===== src/rtl/multicycle_addsub.sv =====
// WIDTH-bit adder/subtractor that processes CHUNK bits per clock, linked by a
// carry register, with valid/ready handshakes and carry/overflow/zero flags.
module multicycle_addsub #(
  parameter int WIDTH = 8,
  parameter int CHUNK = 2
) (
  input  logic             clk,
  input  logic             rst_n,
  input  logic             in_valid,
  output logic             in_ready,
  input  logic [WIDTH-1:0] a,
  input  logic [WIDTH-1:0] b,
  input  logic             sub,
  output logic             out_valid,
  input  logic             out_ready,
  output logic [WIDTH-1:0] s,
  output logic             cout,
  output logic             ovf,
  output logic             zero
);
  localparam int NCHUNK = WIDTH / CHUNK;
  localparam int CNT_W  = (NCHUNK > 1) ? $clog2(NCHUNK) : 1;

  typedef enum logic [1:0] {
    IDLE = 2'd0,
    RUN  = 2'd1,
    DONE = 2'd2
  } state_t;

  state_t             state_q, state_d;
  logic [WIDTH-1:0]   a_q, b_q, s_q, s_d;
  logic [CNT_W-1:0]   cnt_q;
  logic               carry_q, cout_q, ovf_q, zero_q;
  logic [CHUNK-1:0]   a_sl_s, b_sl_s;
  logic [CHUNK:0]     sum_s;
  logic               last_s, ovf_s;

  assign last_s = (cnt_q == CNT_W'(NCHUNK - 1));

  // Chunk adder: select the active slice of A and B', add with the carry register
  always_comb begin
    a_sl_s = '0;
    b_sl_s = '0;
    for (int i = 0; i < NCHUNK; i++) begin
      a_sl_s = a_sl_s | (a_q[i*CHUNK +: CHUNK] & {CHUNK{cnt_q == CNT_W'(i)}});
      b_sl_s = b_sl_s | (b_q[i*CHUNK +: CHUNK] & {CHUNK{cnt_q == CNT_W'(i)}});
    end
    sum_s = {1'b0, a_sl_s} + {1'b0, b_sl_s} + {{CHUNK{1'b0}}, carry_q};
    s_d = s_q;
    for (int i = 0; i < NCHUNK; i++) begin
      s_d[i*CHUNK +: CHUNK] = (cnt_q == CNT_W'(i)) ? sum_s[CHUNK-1:0] : s_q[i*CHUNK +: CHUNK];
    end
    // Carry into the MSB is recovered as a^b^sum at that bit position.
    ovf_s = a_sl_s[CHUNK-1] ^ b_sl_s[CHUNK-1] ^ sum_s[CHUNK-1] ^ sum_s[CHUNK];
  end

  // State register
  always_ff @(posedge clk) begin
    if (!rst_n) begin
      state_q <= IDLE;
    end else begin
      state_q <= state_d;
    end
  end

  // Next-state logic
  always_comb begin
    state_d = state_q;
    case (state_q)
      IDLE: begin
        if (in_valid) state_d = RUN;
        else          state_d = IDLE;
      end
      RUN: begin
        if (last_s) state_d = DONE;
        else        state_d = RUN;
      end
      DONE: begin
        if (out_ready) state_d = IDLE;
        else           state_d = DONE;
      end
      default: state_d = IDLE;
    endcase
  end

  // Handshake outputs decoded from the state register
  always_comb begin
    in_ready  = 1'b0;
    out_valid = 1'b0;
    case (state_q)
      IDLE:    in_ready  = 1'b1;
      DONE:    out_valid = 1'b1;
      default: begin
        in_ready  = 1'b0;
        out_valid = 1'b0;
      end
    endcase
  end

  // Operand capture, chunk accumulation and flag capture on the final chunk
  always_ff @(posedge clk) begin
    if (!rst_n) begin
      a_q     <= '0;
      b_q     <= '0;
      s_q     <= '0;
      cnt_q   <= '0;
      carry_q <= 1'b0;
      cout_q  <= 1'b0;
      ovf_q   <= 1'b0;
      zero_q  <= 1'b0;
    end else begin
      case (state_q)
        IDLE: begin
          if (in_valid) begin
            a_q     <= a;
            b_q     <= b ^ {WIDTH{sub}};
            carry_q <= sub;
            cnt_q   <= '0;
          end
        end
        RUN: begin
          s_q     <= s_d;
          carry_q <= sum_s[CHUNK];
          cnt_q   <= cnt_q + CNT_W'(1);
          if (last_s) begin
            cout_q <= sum_s[CHUNK];
            ovf_q  <= ovf_s;
            zero_q <= (s_d == '0);
          end
        end
        default: begin
        end
      endcase
    end
  end

  assign s    = s_q;
  assign cout = cout_q;
  assign ovf  = ovf_q;
  assign zero = zero_q;

endmodule


===== config.mk =====
export PLATFORM = sky130hd
export DESIGN_NAME = multicycle_addsub
export DESIGN_NICKNAME = d
export VERILOG_FILES = /design/src/rtl/multicycle_addsub.sv
export SDC_FILE = /design/constraint.sdc
export NUM_CORES = 1
export LEC_CHECK = 0
export CELL_PAD_IN_SITES_DETAIL_PLACEMENT = 1
export CELL_PAD_IN_SITES_GLOBAL_PLACEMENT = 2
export CORE_MARGIN = 8
export CORE_UTILIZATION = 29
export DETAILED_ROUTE_END_ITERATION = 6
export GPL_ROUTABILITY_DRIVEN = 0
export PLACE_DENSITY_LB_ADDON = 0.25
export REMOVE_ABC_BUFFERS = 1
export SYNTH_ARGS = -nofsm -noshare
export SYNTH_HDL_FRONTEND = slang
export SYNTH_SLANG_ARGS = --single-unit

===== constraint.sdc =====
create_clock -name clk -period 3.3 [get_ports clk]
set_input_delay 0.495 -clock clk [delete_from_list [all_inputs] [get_ports clk]]
set_output_delay 0.495 -clock clk [all_outputs]
set_load 0.005 [all_outputs]

==> reports/metrics.cfg, run 1 <==
[floorplanning]
die-area_sq_um = 7780
die_h_um = 88.2
io_pins = 34
initial_core_util_pct = 29.8
core-area_sq_um = 5070
die_x_um = 88.2
core.rowCount = 26

[min_path]
hold_depth = 2
hold_start = a_q[3]
hold_class = reg -> reg
hold_path_end = a_q[3]

[clock_network]
numCtsBuffers = 5
clock_sink_count = 32
clkLatencyLatePin_ns = 0.28
ctsResizeCount = 0
cts.root.buffer_cell = clkbuf_8
post_cts_buffers = 0
h-tree-depth = 2
path_clk_slew_ns = 0.06
clockBufferDepth = 2
cts_tree = built
cts_hold_buf = 0

[critical_path]
crit_fanout = 9
end_kind = flip-flop
crit_required_ns = 3.49
r2r-end = zero
cp-start-kind = flip-flop
worstRegToRegCells = 8
worstSetupPathType = reg -> reg
arrival_ns = 2.81
reg2reg_from = cnt_q[0]
reg2reg_slack_ns = 0.68

[layout]
drive_above_1_share_pct = 7.18
final_common_cell = clkdlybuf4s50_1
nNetsFinal = 223
fin_util_pct = 38.3
instances_no_fill = 265
areaGrowthSynthToFinish_pct = 28.5
layout_common_cells = clkdlybuf4s50_1 (33), dfxtp_1 (32), nand2_1 (22)
n_antenna_cell = 0

[placement]
place_hpwl_um = 3050
place_inst = 258
port_buffers = 33

[yosys]
yosysSeqAreaShare_pct = 42.3
yosysUniqueCellTypes = 33
synth_seq_cells = 32
syn_inst = 166
ys.warnings.count = 0
synth.avg_cell_area_sq_um = 9.11
syn-cell-area_sq_um = 1510

[detailed_routing]
firstDrtPassIters = 6
wl_um = 4050
ant_nets = 0
route.met2.wl_um = 1990
top_layer_used = met4
drc_errors = 0
wl_met1_um = 1750
wl_per_cell_um = 15.3
post_drt_via_cell_ratio = 4.91
dr_wl_met3_um = 226
vias = 1301
drtIter0Drc = 51

[sta]
hold_viol = 0
fmax_ghz = 0.382
finalSetupTns_ns = 0
period_needed_ns = 2.62
finalSetupViolCount = 0
skew_ns = 0.00348
worstMarginPinSlew_ns = 0.999
rsz0062_at_grt = no
relSlewSlack_pct = 33.3
slew_violations = 0
post-route-period-util_pct = 79.4

[power]
ir_drop_mv = 0.149
p_leak_nw = 0.672
power_density_nw_per_um2 = 452
power_w = 0.000880

[global_route]
track_usage_pct = 11.7
grt_start_max_net_pins = 30
grt_pass1_wl_um = 6910
overflow = 0
antenna_found_initial = 0
grt_pass1_vias = 1486

[status]
status = finished clean

[run]
drv_cap = 0

[layout make-up]
class | instances | area (sq um)
Inverter | 7 | 26.3
Clock inverter | 1 | 5.00
Sequential cell | 32 | 641
Timing Repair Buffer | 34 | 338
Clock buffer | 6 | 72.6
Multi-Input combinational cell | 115 | 774
Fill cell | 608 | 3130
Tap cell | 70 | 87.6
[critical path: stages (launching register included)]
cell and delay (ns):
dfxtp_1 0.34, inv_1 0.11, ha_1 0.37, a22o_1 0.19, a221oi_1 0.06, fa_1 0.44, fa_1 0.64, o211ai_1 0.17
o32ai_2 0.21
[metrics by stage]
| stage | setup slack [ns] | hold WS [ns] | instance area [sq um] |
|---|---|---|---|
| after global placement | 0.821 | 0.459 | 1870 |
| after global routing | 0.487 | 0.501 | 1940 |
| after CTS | 0.671 | 0.469 | 1940 |
| final | 0.680 | 0.462 | 1940 |
| after floorplan | 1.02 | 0.436 | 1440 |
| after detailed placement | 0.711 | 0.460 | 1870 |
[cells by family (layout without fill, tap and decap cells)]
group	after synthesis	in the layout	synth area share, %
simple gates	49	49	15.1
flops	32	32	42.3
xor+xnor	10	10	5.79
buf+inv	19	48	6.45
fa+ha+maj	7	7	6.78
compound gates	49	49	23.5
[flip-flops by register name (all words and copies together), names as in the netlist]
signal,count
a_q,8
b_q,8
carry_q,1
cnt_q,2
cout,1
ovf,1
s,8
state_q,2
zero,1
[Yosys cell counts]
master     count  area share [%]
a311oi_1       6             3.5
nand2_2        1            0.41
dfxtp_1       32              42
nand2_1       22             5.5
ha_1           5             4.1
and3b_1        1            0.58
xnor2_1        9             5.2
nand2b_1       1            0.41
nor2b_1        1            0.41
a221oi_1       2             1.2
a22oi_1        4             2.0
inv_1          7             1.7
buf_4          4             2.0
buf_6          1            0.74
a2bb2oi_1      1            0.58
o22ai_1        2            0.83
and2b_4        1            0.66
a21oi_1       18             6.0
o32ai_2        1             1.1
nor3b_4        1             1.2
or3b_1         1            0.58
buf_2          3            0.99
o21ai_1        1            0.33
a211oi_1       8             4.0
fa_1           2             2.6
a22o_1         2             1.2
xor2_1         1            0.58
and2_1         1            0.41
nor2_1        16             4.0
nand3_1        3            0.99
o211ai_1       1            0.50
clkbuf_1       4            0.99
a211oi_2       3             2.5
[routing by layer]
layer / vias up / global-route usage (%)
met4: 0 / 5.07
met2: 27 / 19.8
met1: 631 / 12.4
met5: - / 0
li1: 635 / -
met3: 8 / 4.74
[report_power, final]
group | internal (W) | switching (W)
logic | 0.0000834 | 0.0000894
registers | 0.000409 | 0.0000172
clock network | 0.000143 | 0.000137
total | 0.000636 | 0.000244
[worst max-delay path by stage]
stage | from | endpoint | slack (ns)
final | cnt_q[0] | zero | 0.68
after floorplan | cnt_q[0] | ovf | 1.02
after CTS | cnt_q[1] | zero | 0.67
after global placement | cnt_q[0] | zero | 0.82
after detailed placement | cnt_q[0] | zero | 0.71
after global routing | cnt_q[1] | ovf | 0.49
(Power assumes the default switching activity.)
==> inputs of run 2 (changes only) <==
--- a/config.mk
+++ b/config.mk
@@ -8,7 +8,7 @@
 export CELL_PAD_IN_SITES_DETAIL_PLACEMENT = 1
 export CELL_PAD_IN_SITES_GLOBAL_PLACEMENT = 2
 export CORE_MARGIN = 8
-export CORE_UTILIZATION = 29
+export CORE_UTILIZATION = 27
 export DETAILED_ROUTE_END_ITERATION = 6
 export GPL_ROUTABILITY_DRIVEN = 0
 export PLACE_DENSITY_LB_ADDON = 0.25
==> constraint.sdc (replaced) <==
create_clock -name clk -period 2.19 [get_ports clk]
set_input_delay 0.3285 -clock clk [delete_from_list [all_inputs] [get_ports clk]]
set_output_delay 0.3285 -clock clk [all_outputs]
set_load 0.005 [all_outputs]
==> reports/metrics.cfg, run 2 (synthesized netlist as in run 1, its figures left out) <==
[power]
power_density_nw_per_um2 = 666
ir_drop_mv = 0.256
p_leak_nw = 0.725

[clock_network]
cts_hold_buf = 0
clockBufferDepth = 2
numCtsBuffers = 5
cts_tree = built
clkLatencyLatePin_ns = 0.28
clock_sink_count = 32
cts.root.buffer_cell = clkbuf_8
path_clk_slew_ns = 0.07
h-tree-depth = 2

[floorplanning]
core-area_sq_um = 5470
die_h_um = 90.9
initial_core_util_pct = 27.6
die-area_sq_um = 8250
core.rowCount = 27
die_x_um = 90.9
io_pins = 34

[sta]
post-route-period-util_pct = 99.6
finalSetupViolCount = 0
hold-worst-slack_ns = 0.463
fmax_ghz = 0.458
hold_viol = 0
skew_ns = 0.00664
period_needed_ns = 2.18
rsz0062_at_grt = yes
worstMarginPinSlew_ns = 0.549
slew_violations = 0
relSlewSlack_pct = 63.3

[layout]
instances_no_fill = 276
fillers = 643
areaGrowthSynthToFinish_pct = 38.2
layout_common_cells = clkdlybuf4s50_1 (33), dfxtp_1 (30), nand2_1 (22)
register_area_sq_um = 648
drive_above_1_share_pct = 16.7
nNetsFinal = 231
n_antenna_cell = 0
final_common_cell = clkdlybuf4s50_1
multiInputGateArea_sq_um = 833

[min_path]
hold_class = reg -> reg
hold_depth = 2
hold_path_end = a_q[5]
hold_start = a_q[5]

[detailed_routing]
ant_nets = 0
post_drt_via_cell_ratio = 4.74
wl_per_cell_um = 14.9
firstDrtPassIters = 4
drc_errors = 0
vias = 1307
drtIter0Drc = 43
wl_um = 4100

[critical_path]
end_kind = flip-flop
reg2reg_from = cnt_q[1]
crit_required_ns = 2.39
arrival_ns = 2.38
r2r-end = zero
worstRegToRegCells = 8
reg2reg_slack_ns = 0.008
crit_fanout = 6
cp-start-kind = flip-flop
worstSetupPathType = reg -> reg

[global_route]
grt_use_met1_pct = 11.7
gr-usage-met3_pct = 2.99
grt_pass1_wl_um = 6920
met2_usage_pct = 17.7
grt_start_max_net_pins = 30
overflow = 0
track_usage_pct = 10.4
grt_pass1_vias = 1429
busiest_layer = met2
antenna_found_initial = 0

[run]
drv_cap = 0

[placement]
place_hpwl_um = 3060
port_buffers = 33
place_inst = 267

[status]
status = finished clean

run 2: final cells by class:
type                       count  share of cell area [%]
timing repair buffer          42                    19.0
clock buffer                   8                    4.31
multi-input combinational    115                    39.9
tap                           72                    4.31
inverter                       7                    1.50
sequential                    32                    31.0
run 2: critical path, stage by stage (launching register included):
cell and delay, ns:
dfxtp_4 0.36, inv_4 0.08, ha_4 0.14, a22o_1 0.18
a221oi_4 0.05, fa_2 0.36, fa_2 0.61, o211ai_1 0.13
o32ai_2 0.20
run 2: metrics by stage:
stage,TNS (ns),cell area (sq um),worst slack [ns],util [%],total power (W)
6_report,0,2090,0.00804,38.2,0.00139
5_1_grt,-0.378,2090,-0.0999,38.2,0.00147
4_1_cts,-0.0861,2070,-0.0433,37.9,0.00142
3_5_place_dp,-1.24,1920,-0.281,35.1,0.000927
3_3_place_gp,-0.302,1920,-0.119,35.1,0.000917
2_1_floorplan,-0.189,1440,-0.0924,-,0.000807
run 2: worst max-delay path by stage:
stage / start / depth (start not counted) / slack, ns / endpoint
floorplan: cnt_q[0] / 8 / -0.09 / ovf
global placement: cnt_q[0] / 8 / -0.12 / ovf
detailed placement: cnt_q[1] / 8 / -0.28 / ovf
CTS: cnt_q[0] / 7 / -0.04 / ovf
global route: cnt_q[0] / 8 / -0.1 / ovf
finish: cnt_q[1] / 8 / 0.008 / zero
run 2: routing by layer:
metal / wire length [um] / up-vias
li1: - / 653
met1: 1890 / 619
met2: 1940 / 29
met3: 192 / 6
met4: 73 / 0
met5: 0 / -
run 2: repair_timing:
| item | in CTS | in global routing |
|---|---|---|
| pin swaps | 7 | 4 |
| gates resized for setup | 15 | 4 |
| buffers inserted | 1 | 0 |
| gates cloned | 0 | 0 |
| setup endpoints to repair | 7 | 6 |
run 2: where the power goes:
part / internal, W / switching [W] / total [W] / leakage (nW)
logic: 0.000143 / 0.000142 / 0.000285 / 0.416
clock network: 0.000256 / 0.000209 / 0.000465 / 0.0455
registers: 0.000616 / 0.0000278 / 0.000644 / 0.263
total: 0.00101 / 0.000379 / 0.00139 / 0.725
